===== src/rtl/multicycle_ctrl.sv =====
// -----------------------------------------------------------------------------
// multicycle_ctrl
//
// Main sequencing controller for the multicycle ARM datapath with extended
// multiply/divide.  A Moore FSM walks each instruction through fetch, decode,
// execute, memory and writeback.  Multiply/divide instructions wait in MDWAIT
// for a parameterised number of cycles.  Long multiplies take an extra
// writeback cycle (ALUWB2) that stores the high result word.
//
// Parameters
//   MUL_LAT  total execute cycles for multiply-class ops (>= 1)
//   DIV_LAT  total execute cycles for divide ops (>= 1)
//   CNT_W    latency counter width, max(MUL_LAT,DIV_LAT)-2 < 2**CNT_W
//
// Ports
//   clk        in   rising-edge clock
//   reset      in   asynchronous active-low reset
//   Op         in   instruction op class (from the instruction register)
//   Funct      in   instruction funct field
//   Long       in   op writes a 64-bit result
//   NoWrite    in   compare/test op, no register writeback
//   IRWrite    out  instruction register load
//   NextPC     out  PC <- PC+4
//   AdrSrc     out  memory address source, 0=PC 1=ALU result
//   ALUSrcA    out  0=register A 1=PC
//   ALUSrcB    out  00=register B 01=extended immediate 10=constant 4
//   ResultSrc  out  00=ALUOut 01=read data 10=ALU result
//   ALUOp      out  use decoded ALUControl (else ADD)
//   RegW       out  register-file write (before condition gating)
//   MemW       out  memory write (before condition gating)
//   Branch     out  branch cycle
//   HiSel      out  writeback selects the high result word
//   MdStart    out  one-cycle start pulse to the multiply/divide unit
//   MdBusy     out  multiply/divide in progress
//   State      out  current state encoding (debug)
// -----------------------------------------------------------------------------
module multicycle_ctrl #(
    parameter int MUL_LAT = 2,
    parameter int DIV_LAT = 34,
    parameter int CNT_W   = 6
) (
    input  logic       clk,
    input  logic       reset,
    input  logic [1:0] Op,
    input  logic [5:0] Funct,
    input  logic       Long,
    input  logic       NoWrite,
    output logic       IRWrite,
    output logic       NextPC,
    output logic       AdrSrc,
    output logic       ALUSrcA,
    output logic [1:0] ALUSrcB,
    output logic [1:0] ResultSrc,
    output logic       ALUOp,
    output logic       RegW,
    output logic       MemW,
    output logic       Branch,
    output logic       HiSel,
    output logic       MdStart,
    output logic       MdBusy,
    output logic [3:0] State
);

    typedef enum logic [3:0] {
        FETCH  = 4'd0,
        DECODE = 4'd1,
        MEMADR = 4'd2,
        MEMRD  = 4'd3,
        MEMWB  = 4'd4,
        MEMWR  = 4'd5,
        EXECR  = 4'd6,
        EXECI  = 4'd7,
        ALUWB  = 4'd8,
        BRANCH = 4'd9,
        MDWAIT = 4'd10,
        ALUWB2 = 4'd11
    } state_t;

    // Counter preload values; the EXECR cycle and the final MDWAIT cycle
    // (cnt=0) together account for the 2 subtracted here.
    localparam logic [CNT_W-1:0] MUL_LOAD =
        (MUL_LAT >= 2) ? CNT_W'(MUL_LAT - 2) : {CNT_W{1'b0}};
    localparam logic [CNT_W-1:0] DIV_LOAD =
        (DIV_LAT >= 2) ? CNT_W'(DIV_LAT - 2) : {CNT_W{1'b0}};
    localparam logic MUL_ONE = (MUL_LAT == 1);
    localparam logic DIV_ONE = (DIV_LAT == 1);

    // State kept as a plain vector so that encodings 12-15 are representable
    // and can be recovered from.
    logic [3:0]       state_r;
    logic [3:0]       next_state_s;
    logic [CNT_W-1:0] cnt_r;
    logic [CNT_W-1:0] cnt_next_s;
    logic             is_md_s;
    logic             is_div_s;
    logic             lat_one_s;
    logic [CNT_W-1:0] lat_load_s;

    // Op-class decode for the multiply/divide latency selection.
    always_comb begin
        is_md_s  = (Op == 2'b11);
        is_div_s = (Funct[4:1] == 4'b0111) || (Funct[4:1] == 4'b1000);
        if (is_div_s) begin
            lat_one_s  = DIV_ONE;
            lat_load_s = DIV_LOAD;
        end else begin
            lat_one_s  = MUL_ONE;
            lat_load_s = MUL_LOAD;
        end
    end

    // State and latency counter registers.
    always_ff @(posedge clk or negedge reset) begin
        if (!reset) begin
            state_r <= FETCH;
            cnt_r   <= {CNT_W{1'b0}};
        end else begin
            state_r <= next_state_s;
            cnt_r   <= cnt_next_s;
        end
    end

    // Next-state and counter update logic.
    always_comb begin
        next_state_s = FETCH;
        cnt_next_s   = cnt_r;
        case (state_r)
            FETCH: next_state_s = DECODE;
            DECODE: begin
                case (Op)
                    2'b01:   next_state_s = MEMADR;
                    2'b10:   next_state_s = BRANCH;
                    2'b00:   next_state_s = Funct[5] ? EXECI : EXECR;
                    2'b11:   next_state_s = EXECR;
                    default: next_state_s = FETCH;
                endcase
            end
            MEMADR: next_state_s = Funct[0] ? MEMRD : MEMWR;
            MEMRD:  next_state_s = MEMWB;
            MEMWB:  next_state_s = FETCH;
            MEMWR:  next_state_s = FETCH;
            BRANCH: next_state_s = FETCH;
            EXECI:  next_state_s = ALUWB;
            EXECR: begin
                if (is_md_s && !lat_one_s) begin
                    next_state_s = MDWAIT;
                    cnt_next_s   = lat_load_s;
                end else begin
                    next_state_s = ALUWB;
                end
            end
            MDWAIT: begin
                if (cnt_r == {CNT_W{1'b0}}) begin
                    next_state_s = ALUWB;
                end else begin
                    next_state_s = MDWAIT;
                    cnt_next_s   = cnt_r - {{(CNT_W-1){1'b0}}, 1'b1};
                end
            end
            ALUWB:  next_state_s = Long ? ALUWB2 : FETCH;
            ALUWB2: next_state_s = FETCH;
            default: next_state_s = FETCH;
        endcase
    end

    // Moore output decode; MdStart additionally looks at Op in EXECR and
    // RegW at NoWrite in ALUWB.
    always_comb begin
        IRWrite   = 1'b0;
        NextPC    = 1'b0;
        AdrSrc    = 1'b0;
        ALUSrcA   = 1'b0;
        ALUSrcB   = 2'b00;
        ResultSrc = 2'b00;
        ALUOp     = 1'b0;
        RegW      = 1'b0;
        MemW      = 1'b0;
        Branch    = 1'b0;
        HiSel     = 1'b0;
        MdStart   = 1'b0;
        MdBusy    = 1'b0;
        State     = state_r;
        case (state_r)
            FETCH: begin
                IRWrite   = 1'b1;
                NextPC    = 1'b1;
                ALUSrcA   = 1'b1;
                ALUSrcB   = 2'b10;
                ResultSrc = 2'b10;
            end
            DECODE: begin
                ALUSrcA   = 1'b1;
                ALUSrcB   = 2'b10;
                ResultSrc = 2'b10;
            end
            MEMADR: ALUSrcB = 2'b01;
            MEMRD:  AdrSrc  = 1'b1;
            MEMWB: begin
                ResultSrc = 2'b01;
                RegW      = 1'b1;
            end
            MEMWR: begin
                AdrSrc = 1'b1;
                MemW   = 1'b1;
            end
            EXECR: begin
                ALUOp   = 1'b1;
                MdStart = is_md_s;
            end
            EXECI: begin
                ALUSrcB = 2'b01;
                ALUOp   = 1'b1;
            end
            MDWAIT: begin
                ALUOp  = 1'b1;
                MdBusy = 1'b1;
            end
            ALUWB:  RegW = ~NoWrite;
            ALUWB2: begin
                RegW  = 1'b1;
                HiSel = 1'b1;
            end
            BRANCH: begin
                ALUSrcB   = 2'b01;
                ResultSrc = 2'b10;
                Branch    = 1'b1;
            end
            default: begin
                IRWrite = 1'b0;
            end
        endcase
    end

endmodule


===== config.mk =====
export PLATFORM = sky130hd
export DESIGN_NAME = multicycle_ctrl
export DESIGN_NICKNAME = d
export VERILOG_FILES = /design/src/rtl/multicycle_ctrl.sv
export SDC_FILE = /design/constraint.sdc
export NUM_CORES = 1
export LEC_CHECK = 0
export CORE_MARGIN = 2
export CORE_UTILIZATION = 40
export CTS_CLUSTER_SIZE = 16
export DETAILED_ROUTE_END_ITERATION = 12
export PLACE_DENSITY = 0.7
export SYNTH_ARGS = -nofsm -noshare
export SYNTH_HDL_FRONTEND = slang
export SYNTH_SLANG_ARGS = --single-unit

===== constraint.sdc =====
create_clock -name clk -period 2 [get_ports clk]
set_clock_uncertainty 0.1 [all_clocks]
set_input_delay 0.6 -clock clk [delete_from_list [all_inputs] [get_ports clk]]
set_output_delay 0.6 -clock clk [all_outputs]
set_load 0.01 [all_outputs]

==> summary.md <==
| Metric | Value |
|---|---|
| Run status | `finished with violations` |
| Violated checks | `setup timing` |
| Post-synthesis simple-gate area fraction | `29.5%` |
| Area share of the leading cell type in the synthesized netlist | `30.0%` |
| Grt met1 use | `25.2%` |
| Most used flip-flop cell after synthesis | `dfrtp_1` |
| Fraction of synthesized area in multiplexers | `1.20%` |
| Worst slew margin | `70.1%` |
| Met3 track demand over resource in global routing | `5.15%` |
| Maximum number of pins on one net before global-route repair | `11` |
| Clock root buffer | `clkbuf_4` |
| Final critical path time including I/O delays and setup | `2.08 ns` |
| Avg Cell Area, Syn | `8.35 sq um` |
| Diode insertion count for antenna repair | `0` |
| Filler Cell Count | `140` |
| Net count reported at finish | `179` |
| Die outline area | `0.00247 sq mm` |
| Transition at the pin with the smallest max-transition slack | `0.448 ns` |
| Cell count of the worst reg-to-reg path | `6` |
| Number of library cell types mapped by synthesis | `35` |
| Syn. warnings | `0` |
| Global-route usage over all layers | `22.2%` |
| I/O Buffers | `30` |
| Drt drc | `0` |
| Area occupied by multi-input gates | `604 sq um` |
| Endpoints failing hold | `0` |
| Core Area | `0.00196 sq mm` |
| Worst setup EP type | `output port` |
| Proportion of synthesized chip area in sequential cells | `30.0%` |
| Most used standard cell by instance count after synthesis | `inv_1` |
| Compound-gate portion of the synthesized area | `18.9%` |
| Total I/O pin count | `31` |
| Origin of the critical flop-to-flop path | `State[0]$_DFF_PN0_` |
| Number of cells traversed by the worst hold path | `1` |
| Setup repair after global routing missed its margin | `true` |
| Most frequent cells after synthesis | `inv_1 (11), dfrtp_1 (10), nor2_1 (10)` |
| Highest Clock Rate | `0.481 GHz` |
| Post-synth EDFFs | `0` |
| First-pass GRT wire length | `4260 microns` |
| Finished layout cell area | `0.00147 sq mm` |
| Clock tree from TritonCTS | `built` |
| Initial Utilization | `42.5%` |
| Peak VDD IR | `0.853 mV` |
| Cell types with the largest area share after synthesis | `dfrtp_1 (30%), ha_1 (9.0%), inv_1 (4.9%)` |
| Startpoint types | `flop` |
| WL per Instance | `13.5 microns` |
| Type of the worst setup path | `reg -> out` |
| Die boundary height | `49.7 microns` |
| Gate Count Post-Synth | `100` |
| DP Wirelength | `1790 microns` |
| Ratio of cells with drive above 1 in the final layout | `46.3%` |
| Antenna Violating Nets Remaining | `0` |
| Netlist area before placement | `835 sq um` |
| Adder-cell area share of the yosys netlist | `9.00%` |
| Area share of xor/xnor cells in the synthesized design | `3.15%` |
| Number of maximum-capacitance violations | `0` |
| Sequential cell area | `254 sq um` |
| Register bit count reported by yosys | `10` |
| Share of the clock period used by the worst path | `104%` |
| Number of violations reported at the end of detailed-routing iteration 0 | `18` |
| Hold path startpoint | `cnt_r[2]$_DFFE_PN0P_` |
| Final Total Pwr | `2130 uW` |
| Horizontal die dimension | `49.7 microns` |
| Number of buffers created by CTS | `3` |
| Sink count of the clock tree | `10` |
| Hold Path Sink | `cnt_r[2]$_DFFE_PN0P_` |
| Sum Neg Setup Slack | `-0.367 ns` |
| Routed Wire Length | `2530 microns` |
| Cell taking the most area after synthesis | `dfrtp_1` |
| Area after DPL | `0.00133 sq mm` |
| Number of antenna violations at the first check in global routing | `0` |
| LEAKAGE | `0.000718 uW` |
| PwrDens | `1450 mW/mm^2` |
| Hold Path Class | `reg -> reg` |
| Dominant combinational cell family by area after synthesis | `simple AND/OR/NAND/NOR gates` |
| Number of H-tree branching levels | `1` |
| Clock Tree Buf Depth | `2` |
| Count of endpoints failing setup in the final report | `9` |
| Total iterations of the first detailed-routing run | `4` |
| Data required time of the critical path | `1.30 ns` |
| Rows | `16` |
| Clock-pin slew of the registers on the worst-case setup and hold paths | `0.06 ns` |
| Via-to-Cell Ratio | `5.04` |
| Total count of max-transition violations in the final report | `0` |
| CP max FO | `4` |
| FF-to-FF setup slack | `0.24 ns` |
| Critical register-to-register path endpoint | `cnt_r[5]$_DFFE_PN0P_` |
| Area Overhead vs Synth | `75.9%` |
| Insertion delay of the later-clocked pin in the worst-skew pair | `0.26 ns` |
| Post-synthesis net count | `118` |
| Met2 demand-to-capacity share in global routing | `41.1%` |
| Most crowded layer after global routing | `met2` |
| Final worst slack | `-0.0791 ns` |
| Routability congestion estimate from global placement | `0.820` |
| Arrival time worst endpoint | `1.38 ns` |
| Vias in the first global route | `946` |
| Final global-route overflow total | `0` |
| Vias post-DR | `943` |
| Share of async-settable or async-resettable flops after synthesis | `100%` |
## through the flow
step | hold WS, ns | setup WS (ns) | utilization, % | instances
after global routing | 0.480 | -0.139 | 74.8 | 187
after detailed placement | 0.454 | -0.666 | 67.9 | 176
after floorplan | 0.204 | 0.0766 | - | 100
final | 0.454 | -0.0791 | 74.8 | 187
after global placement | 0.423 | -0.671 | 67.9 | 176
after CTS | 0.471 | -0.0497 | 71.7 | 184
## worst max path at each step
stage | startpoint | end | slack (ns) | depth (start not counted)
2_1_floorplan | State[3]$_DFF_PN0_ | RegW | 0.08 | 5
3_3_place_gp | Op[0] | MdStart | -0.67 | 5
3_5_place_dp | Op[0] | MdStart | -0.67 | 5
4_1_cts | State[1]$_DFF_PN0_ | ALUSrcB[0] | -0.05 | 6
5_1_grt | State[3]$_DFF_PN0_ | RegW | -0.14 | 5
6_report | State[1]$_DFF_PN0_ | ALUSrcB[0] | -0.08 | 6
## cell type report
| cell class | count | share of cell area [%] |
|---|---|---|
| Sequential cell | 10 | 17.3 |
| Tap cell | 27 | 2.30 |
| Clock buffer | 4 | 2.47 |
| Timing Repair Buffer | 61 | 33.9 |
| Multi-Input combinational cell | 74 | 41.2 |
| Inverter | 11 | 2.81 |
## state kept, by name (all words and copies together) (netlist names)
register  cells
State         4
cnt_r         6
## cell usage in the layout, fill, tap and decap left out, types with 2 or more instances in the layout
| master | synthesis | layout |
|---|---|---|
| nand2b_1 | 3 | 2 |
| nor3_4 | 1 | 3 |
| inv_1 | 11 | 10 |
| o31ai_1 | 2 | 2 |
| dlygate4sd2_1 | 0 | 7 |
| nor2b_1 | 4 | 2 |
| dfrtp_2 | 0 | 3 |
| nand2_1 | 3 | 2 |
| nor3_1 | 8 | 4 |
| a21oi_1 | 7 | 6 |
| clkbuf_4 | 0 | 3 |
| nor2_1 | 10 | 6 |
| buf_6 | 0 | 11 |
| nor3_2 | 0 | 2 |
| dfrtp_1 | 10 | 7 |
| xnor2_1 | 2 | 2 |
| nor2_2 | 0 | 3 |
| buf_2 | 4 | 12 |
| o21ai_0 | 3 | 3 |
| o211ai_1 | 3 | 3 |
| nand3_1 | 4 | 4 |
| ha_1 | 6 | 6 |
| clkdlybuf4s50_1 | 0 | 8 |
| buf_4 | 1 | 23 |
## critical path, stage by stage, from the launching register on
cell and delay (ns):
dfrtp_1 0.40, buf_6 0.13, nand2b_4 0.15, nor2_2 0.08, a21oi_1 0.05, o22ai_1 0.14, buf_2 0.17
## cells by family (layout without fill, tap and decap cells)
kind of cell / count (synthesis) / after routing
multiplexers: 1 / 1
buffers and inverters: 16 / 76
XOR/XNOR: 3 / 3
AND/OR/NAND/NOR: 42 / 42
adder cells (fa/ha/maj): 6 / 6
AO/OA/AOI/OAI: 22 / 22
flip-flops: 10 / 10
## timing repair
item,CTS,global route
endpoints found under the setup margin,19,14
buffers inserted,4,4
pin swaps,3,4
hold buffers,0,0
resized for setup,90,10
## routing by layer
metal | part of all wire, % | routed length, microns
met1 | 41 | 1040
met2 | 53 | 1340
met3 | 3.9 | 99
met4 | 1.8 | 46
met5 | 0 | 0
## report_power, final
| group | switching [uW] | total (uW) | internal, uW |
|---|---|---|---|
| logic | 701 | 1510 | 804 |
| clock network | 68.6 | 179 | 111 |
| registers | 144 | 448 | 304 |
(Power assumes the default switching activity.)
